$ cat config.mk
export PLATFORM = sky130hd
export DESIGN_NAME = sync_filter_multi
export DESIGN_NICKNAME = d
export VERILOG_FILES = /design/src/rtl/sync_filter_multi_pkg.sv /design/src/rtl/sync_filter_multi_ch.sv /design/src/rtl/sync_filter_multi.sv
export SDC_FILE = /design/constraint.sdc
export NUM_CORES = 1
export LEC_CHECK = 0
export ABC_AREA = 1
export BUFFER_PORTS_ARGS = -buffer_cell sky130_fd_sc_hd__buf_4
export CAP_MARGIN = 30
export CORE_ASPECT_RATIO = 0.7
export CORE_MARGIN = 2
export CORE_UTILIZATION = 40
export DETAILED_ROUTE_END_ITERATION = 8
export GPL_ROUTABILITY_DRIVEN = 0
export GPL_TIMING_DRIVEN = 0
export PLACE_DENSITY = 0.6
export SYNTH_ARGS = -nofsm -noshare
export SYNTH_HDL_FRONTEND = slang
export SYNTH_SLANG_ARGS = --single-unit
$ cat constraint.sdc
create_clock -name clk -period 1.2 [get_ports clk]
set_input_delay 0.12 -clock clk [delete_from_list [all_inputs] [get_ports clk]]
set_output_delay 0.12 -clock clk [all_outputs]
set_load 0.005 [all_outputs]
$ cat src/rtl/sync_filter_multi_pkg.sv
// Shared constants and helpers for the multi-channel input synchronizer/filter.
package sync_pkg;

    localparam int unsigned SYNC_MIN_STAGES = 2;

    // Width of a counter that must hold 0..filter_cnt-1; stays 1 bit when bypassed.
    function automatic int unsigned cnt_width(input int unsigned filter_cnt);
        return (filter_cnt == 0) ? 1 : $clog2(filter_cnt + 1);
    endfunction

endpackage

$ cat src/rtl/sync_filter_multi_ch.sv
// One channel: N-flop synchronizer, optional stability counter, registered edge pulses.
module sync_filter_ch
    import sync_pkg::*;
#(
    parameter int unsigned SYNC_STAGES = 2,
    parameter int unsigned FILTER_CNT  = 3,
    parameter logic        RESET_VAL   = 1'b0
) (
    input  logic clk,
    input  logic n_rst,
    input  logic async_in,
    output logic sync_out,
    output logic rise_pulse,
    output logic fall_pulse
);

    logic [SYNC_STAGES-1:0] chain;
    logic                   synced;
    logic                   take;

    always_ff @(posedge clk) begin
        if (!n_rst) begin
            chain <= {SYNC_STAGES{RESET_VAL}};
        end else begin
            chain <= {chain[SYNC_STAGES-2:0], async_in};
        end
    end

    assign synced = chain[SYNC_STAGES-1];

    generate
        if (FILTER_CNT == 0) begin : g_bypass
            assign take = (synced != sync_out);
        end else begin : g_filter
            localparam int unsigned    CW       = cnt_width(FILTER_CNT);
            localparam logic [CW-1:0]  CNT_LAST = CW'(FILTER_CNT - 1);
            logic [CW-1:0] cnt;

            // cnt counts consecutive mismatching edges already seen; the edge
            // that would reach FILTER_CNT commits the new level instead.
            always_ff @(posedge clk) begin
                if (!n_rst) begin
                    cnt <= '0;
                end else if ((synced == sync_out) || (cnt == CNT_LAST)) begin
                    cnt <= '0;
                end else begin
                    cnt <= cnt + 1'b1;
                end
            end

            assign take = (synced != sync_out) && (cnt == CNT_LAST);
        end
    endgenerate

    always_ff @(posedge clk) begin
        if (!n_rst) begin
            sync_out   <= RESET_VAL;
            rise_pulse <= 1'b0;
            fall_pulse <= 1'b0;
        end else begin
            rise_pulse <= take & synced;
            fall_pulse <= take & ~synced;
            if (take) begin
                sync_out <= synced;
            end
        end
    end

endmodule

$ cat src/rtl/sync_filter_multi.sv
// Multi-channel input conditioner: independent sync/filter/edge-detect per channel.
module sync_filter_multi
    import sync_pkg::*;
#(
    parameter int unsigned NUM_CH      = 4,
    parameter int unsigned SYNC_STAGES = 2,
    parameter int unsigned FILTER_CNT  = 3,
    parameter logic        RESET_VAL   = 1'b0
) (
    input  logic              clk,
    input  logic              n_rst,
    input  logic [NUM_CH-1:0] async_in,
    output logic [NUM_CH-1:0] sync_out,
    output logic [NUM_CH-1:0] rise_pulse,
    output logic [NUM_CH-1:0] fall_pulse
);

    generate
        if ((SYNC_STAGES < SYNC_MIN_STAGES) || (NUM_CH < 1)) begin : g_param_check
            $error("sync_filter_multi: SYNC_STAGES must be >= 2 and NUM_CH >= 1");
        end
    endgenerate

    genvar i;
    generate
        for (i = 0; i < NUM_CH; i++) begin : g_ch
            sync_filter_ch #(
                .SYNC_STAGES (SYNC_STAGES),
                .FILTER_CNT  (FILTER_CNT),
                .RESET_VAL   (RESET_VAL)
            ) u_ch (
                .clk        (clk),
                .n_rst      (n_rst),
                .async_in   (async_in[i]),
                .sync_out   (sync_out[i]),
                .rise_pulse (rise_pulse[i]),
                .fall_pulse (fall_pulse[i])
            );
        end
    endgenerate

endmodule

# Yosys cells after proc, flatten, opt, wreduce, memory -nomap -nowiden
# Cells that the tools add are included.
word_totals:
  regBits: 28
  latchBits: 0
  ramBits: 0
  rom_bits: 0
  memories: 0
classes:
  add_sub_neg: 4
  multipliers: 0
  n_div: 0
  magnitude_cmp: 0
  n_eq_ne: 12
  shift: 0
  muxes: 0
  n_bitwise: 13
  reduce_logical: 12
ops:
  columns: ["operator", "n"]
  rows:
  - ["adder 2 x 1 -> 2 bit, second input constant", 4]
  - ["bitwise AND 1 bit", 8]
  - ["equality test 2 bit, second input constant", 4]
  - ["OR reduction 2 bit", 4]
  - ["NOT 1 bit", 5]
  - ["equality test 1 bit", 4]
  - ["logical AND 1 bit", 4]
  - ["logical OR 1 bit", 4]
  - ["!= test 1 bit", 4]

# Longest topological paths before layout
logic_depth:
  word_depth: 3
  ltp_mapped: 5
  depth_no_buf: 5

# Cells and area by module
# Synthesis repeated with hierarchy kept, for this count alone.
unflattened:
  hier_cells: 112
  hier_area_um2: 975.9
modules_own_cells:
  columns: ["mod", "n_inst", "cells_per_inst", "area_per_inst_um2", "seq_area_each_um2"]
  rows:
  - ["sync_filter_ch", 4, 28, 244.0, 140.1]

# Worst setup path before layout
# OpenSTA, ideal clock, no wires.
synth_timing:
  path_kind: "register -> register"
  start: "reg g_ch[0].u_ch.g_filter.cnt[0]"
  end: "reg g_ch[0].u_ch.sync_out"
  t_arrival_ps: 750
  slack_ps: 331
  stages_incl_launch_ff: 5
  path_buffers: 0
  path_cell_list: "dfxtp_1 -> inv_1 -> ha_1 -> o21ai_0 -> a21oi_1"
synth_between:
  elab_chain_len: 2
synth_lines:
  columns: ["element", "line_no", "rtl"]
  rows:
  - ["from (decl)", "sync_filter_multi_ch.sv:37", "logic [CW-1:0] cnt;"]
  - ["from (signal assigned)", "sync_filter_multi_ch.sv:47", "cnt <= cnt + 1'b1;"]
  - ["equality test 2 bit", "sync_filter_multi_ch.sv:51", "assign take = (synced != sync_out) && (cnt == CNT_LAST);"]
  - ["logical AND 1 bit", "sync_filter_multi_ch.sv:51", null]
  - ["to (signal assigned)", "sync_filter_multi_ch.sv:64", "sync_out <= synced;"]
  - ["to (decl)", "sync_filter_multi_ch.sv:12", "output logic sync_out,"]
# No other way between the ends.
# A chain may end at the register's enable or synchronous reset.

# Worst setup path after layout
layout_timing:
  start: "reg g_ch[3].u_ch.sync_out"
  end: "out sync_out[3]"
layout_lines:
  columns: ["element", "line_no", "rtl"]
  rows:
  - ["from (decl)", "sync_filter_multi_ch.sv:12", null]
  - ["from (signal assigned)", "sync_filter_multi_ch.sv:64", null]
  - ["to (decl)", "sync_filter_multi.sv:13", "output logic [NUM_CH-1:0] sync_out,"]
# No word-level cell between the ends.

==> metrics.cfg <==
[clocking]
cts_max_level = 1
cts_buffer_depth = 2
clock_sinks = 28
cts_made_buffers = 3
tritoncts = done
clk_pin_slew_ns = 0.13
clock_latency_ns = 0.32
cts-root-buf = clkbuf_4

[synth]
syn_nets = 132
postSynthAreaPerCell_um2 = 8.39
synth_seq_cells = 28
synth_seq_area_share = 0.548
synth_area_um2 = 1020
yosysWarnings = 0
synth_cell_type_count = 13
postSynthCellCount = 122

[floorplanning]
die_area_um2 = 2990
io_pins = 18
core_area_um2 = 2440
start_util = 0.419
chipWidth_um = 64.5
die_y_um = 46.3
fp-row-count = 15

[placement]
port_buffers = 17
dp.cells = 173
dp_hpwl_um = 1080

[timing]
hold_viol = 0
relSlewSlack = 0.892
clock_skew_ns = 0.00333
holdWs_ns = 0.113
grt_setup_unrepaired = no
slew_viol_final = 0
setup_viol = 0
min_period_ns = 1.08
tightestPinTransition_ns = 0.162
fin_crit_sh = 0.897
clock.fmax_ghz = 0.929
fin_tns_setup_ns = 0

[routing]
route.detailed.drc = 0
num_vias = 723
wl_um = 1440
via_per_inst = 3.99
drtPass1Iterations = 4
antenna_left = 0
drtIter0Drc = 13
wl_per_cell_um = 7.97

[critical_path]
endpoint_kind = primary output
cp.arrival_ns = 0.96
worstPathBufferInverterCount = 2
path_class = reg -> out
critPathMostFrequentCell = buf_4
crit_slowest_cell = dfxtp_1
crit_chain = buf_4 -> buf_4
worstPathRequired_ns = 1.08
worstSetupStartpointType = flop
cp_top_family = flip-flops
cp_slowest_stage_delay_ns = 0.42
crit_fanout = 5

[status]
status = complete, no violations

[pwr]
power_density_nw_per_um2 = 1150
leakage_nw = 0.628
vdd_ir_drop_max_mv = 0.662

[layout]
final_common_cell = buf_4
antenna_cells = 0
finish.utilization = 0.521
fillers = 235
syn2layout_area_growth_pct = 24.1
drive_above_1_share = 0.252
fin_cells = 181
most-common-layout-cells = buf_4, dfxtp_1, nand2_1, inv_1, nor2_1
fin_nets = 158

[global_routing]
antenna_found_initial = 0
grt_pass1_wl_um = 2530
grt.total_usage = 0.114
grt_remaining_overflow = 0
grt_start_max_net_pins = 16
grt_pass1_vias = 635

[hold_path]
hp-class = in -> reg

[job]
maxCapViolations = 0

-- kinds of logic (layout without fill, tap and decap cells) --
family,count (synthesis),after routing,share of synthesized area
AOI/OAI and AO/OA,6,6,0.0293
adders and majority gates,4,4,0.0489
DFF,28,28,0.548
and+or+nand+nor,48,48,0.191
buffers and inverters,36,61,0.183
-- repair_timing --
action / CTS / global route
hold buffers: 4 / 0
endpoints found under the hold margin: 4 / 0
buffers inserted: 0 / 0
resized for setup: 0 / 0
-- synthesized netlist by cell type, drive strengths merged --
master / instances / area (µm²)
a21oi: 2 / 10.0
buf: 13 / 101
nand4: 2 / 12.5
inv: 23 / 86.3
dfxtp: 28 / 561
nor2: 18 / 72.6
ha: 4 / 50.1
nand3: 4 / 20.0
o21ai: 4 / 20.0
nand2: 24 / 90.1
-- path summary, 6_finish.rpt --
path	from	to	slack, ns	depth (start not counted)
worst max-delay path	g_ch[3].u_ch.sync_out$_SDFFE_PN0P_	sync_out[3]	0.12	2
worst max register to register	g_ch[0].u_ch.g_filter.cnt[0]$_SDFF_PP0_	g_ch[0].u_ch.g_filter.cnt[0]$_SDFF_PP0_	0.21	5
worst min-delay path	n_rst	g_ch[1].u_ch.rise_pulse$_SDFF_PN0_	0.11	3
worst min register to register	g_ch[2].u_ch.g_filter.cnt[0]$_SDFF_PP0_	g_ch[2].u_ch.g_filter.cnt[0]$_SDFF_PP0_	0.42	1
-- report_power, final --
part / internal [W] / leakage, nW / switching (W)
clock network: 0.000186 / 0.0210 / 0.000250
logic: 0.0000349 / 0.379 / 0.0000344
registers: 0.000947 / 0.228 / 0.00000716
-- routing by layer --
layer / up-vias / GRT usage / part of all wire
met5: - / 0 / 0
met4: 0 / 0.0383 / 0.0083
met3: 2 / 0.0465 / 0.062
met2: 15 / 0.194 / 0.44
met1: 307 / 0.134 / 0.49
li1: 399 / - / -
-- per-stage QoR --
| stage | power, W | setup slack [ns] | cell area (µm²) |
|---|---|---|---|
| final | 0.00146 | 0.123 | 1270 |
| after floorplan | 0.00101 | 0.331 | 1020 |
| after global placement | 0.00103 | 0.274 | 1190 |
| after global routing | 0.00153 | 0.0580 | 1270 |
| after detailed placement | 0.00103 | 0.237 | 1190 |
| after CTS | 0.00149 | 0.104 | 1270 |
-- registers in the layout (all words and copies together) (netlist names) --
signal	flops
g_ch.u_ch.chain	8
g_ch.u_ch.fall_pulse	4
g_ch.u_ch.rise_pulse	4
g_ch.u_ch.g_filter.cnt	8
g_ch.u_ch.sync_out	4
-- worst min-delay path: stages --
cell and delay, ns:
buf_4 0.14, nand2_1 0.09, nor2_1 0.05
-- layout make-up --
cell class                      count  area, µm²  share of cell area
Sequential cell                    28        561               0.441
Multi-Input combinational cell     58        275               0.217
Timing Repair Buffer               21        168               0.132
Buffer                             13        101              0.0798
Inverter                           23       86.3              0.0680
Tap cell                           34       42.5              0.0335
Clock buffer                        4       36.3              0.0286
No activity file was read; power rests on OpenSTA's default activity.
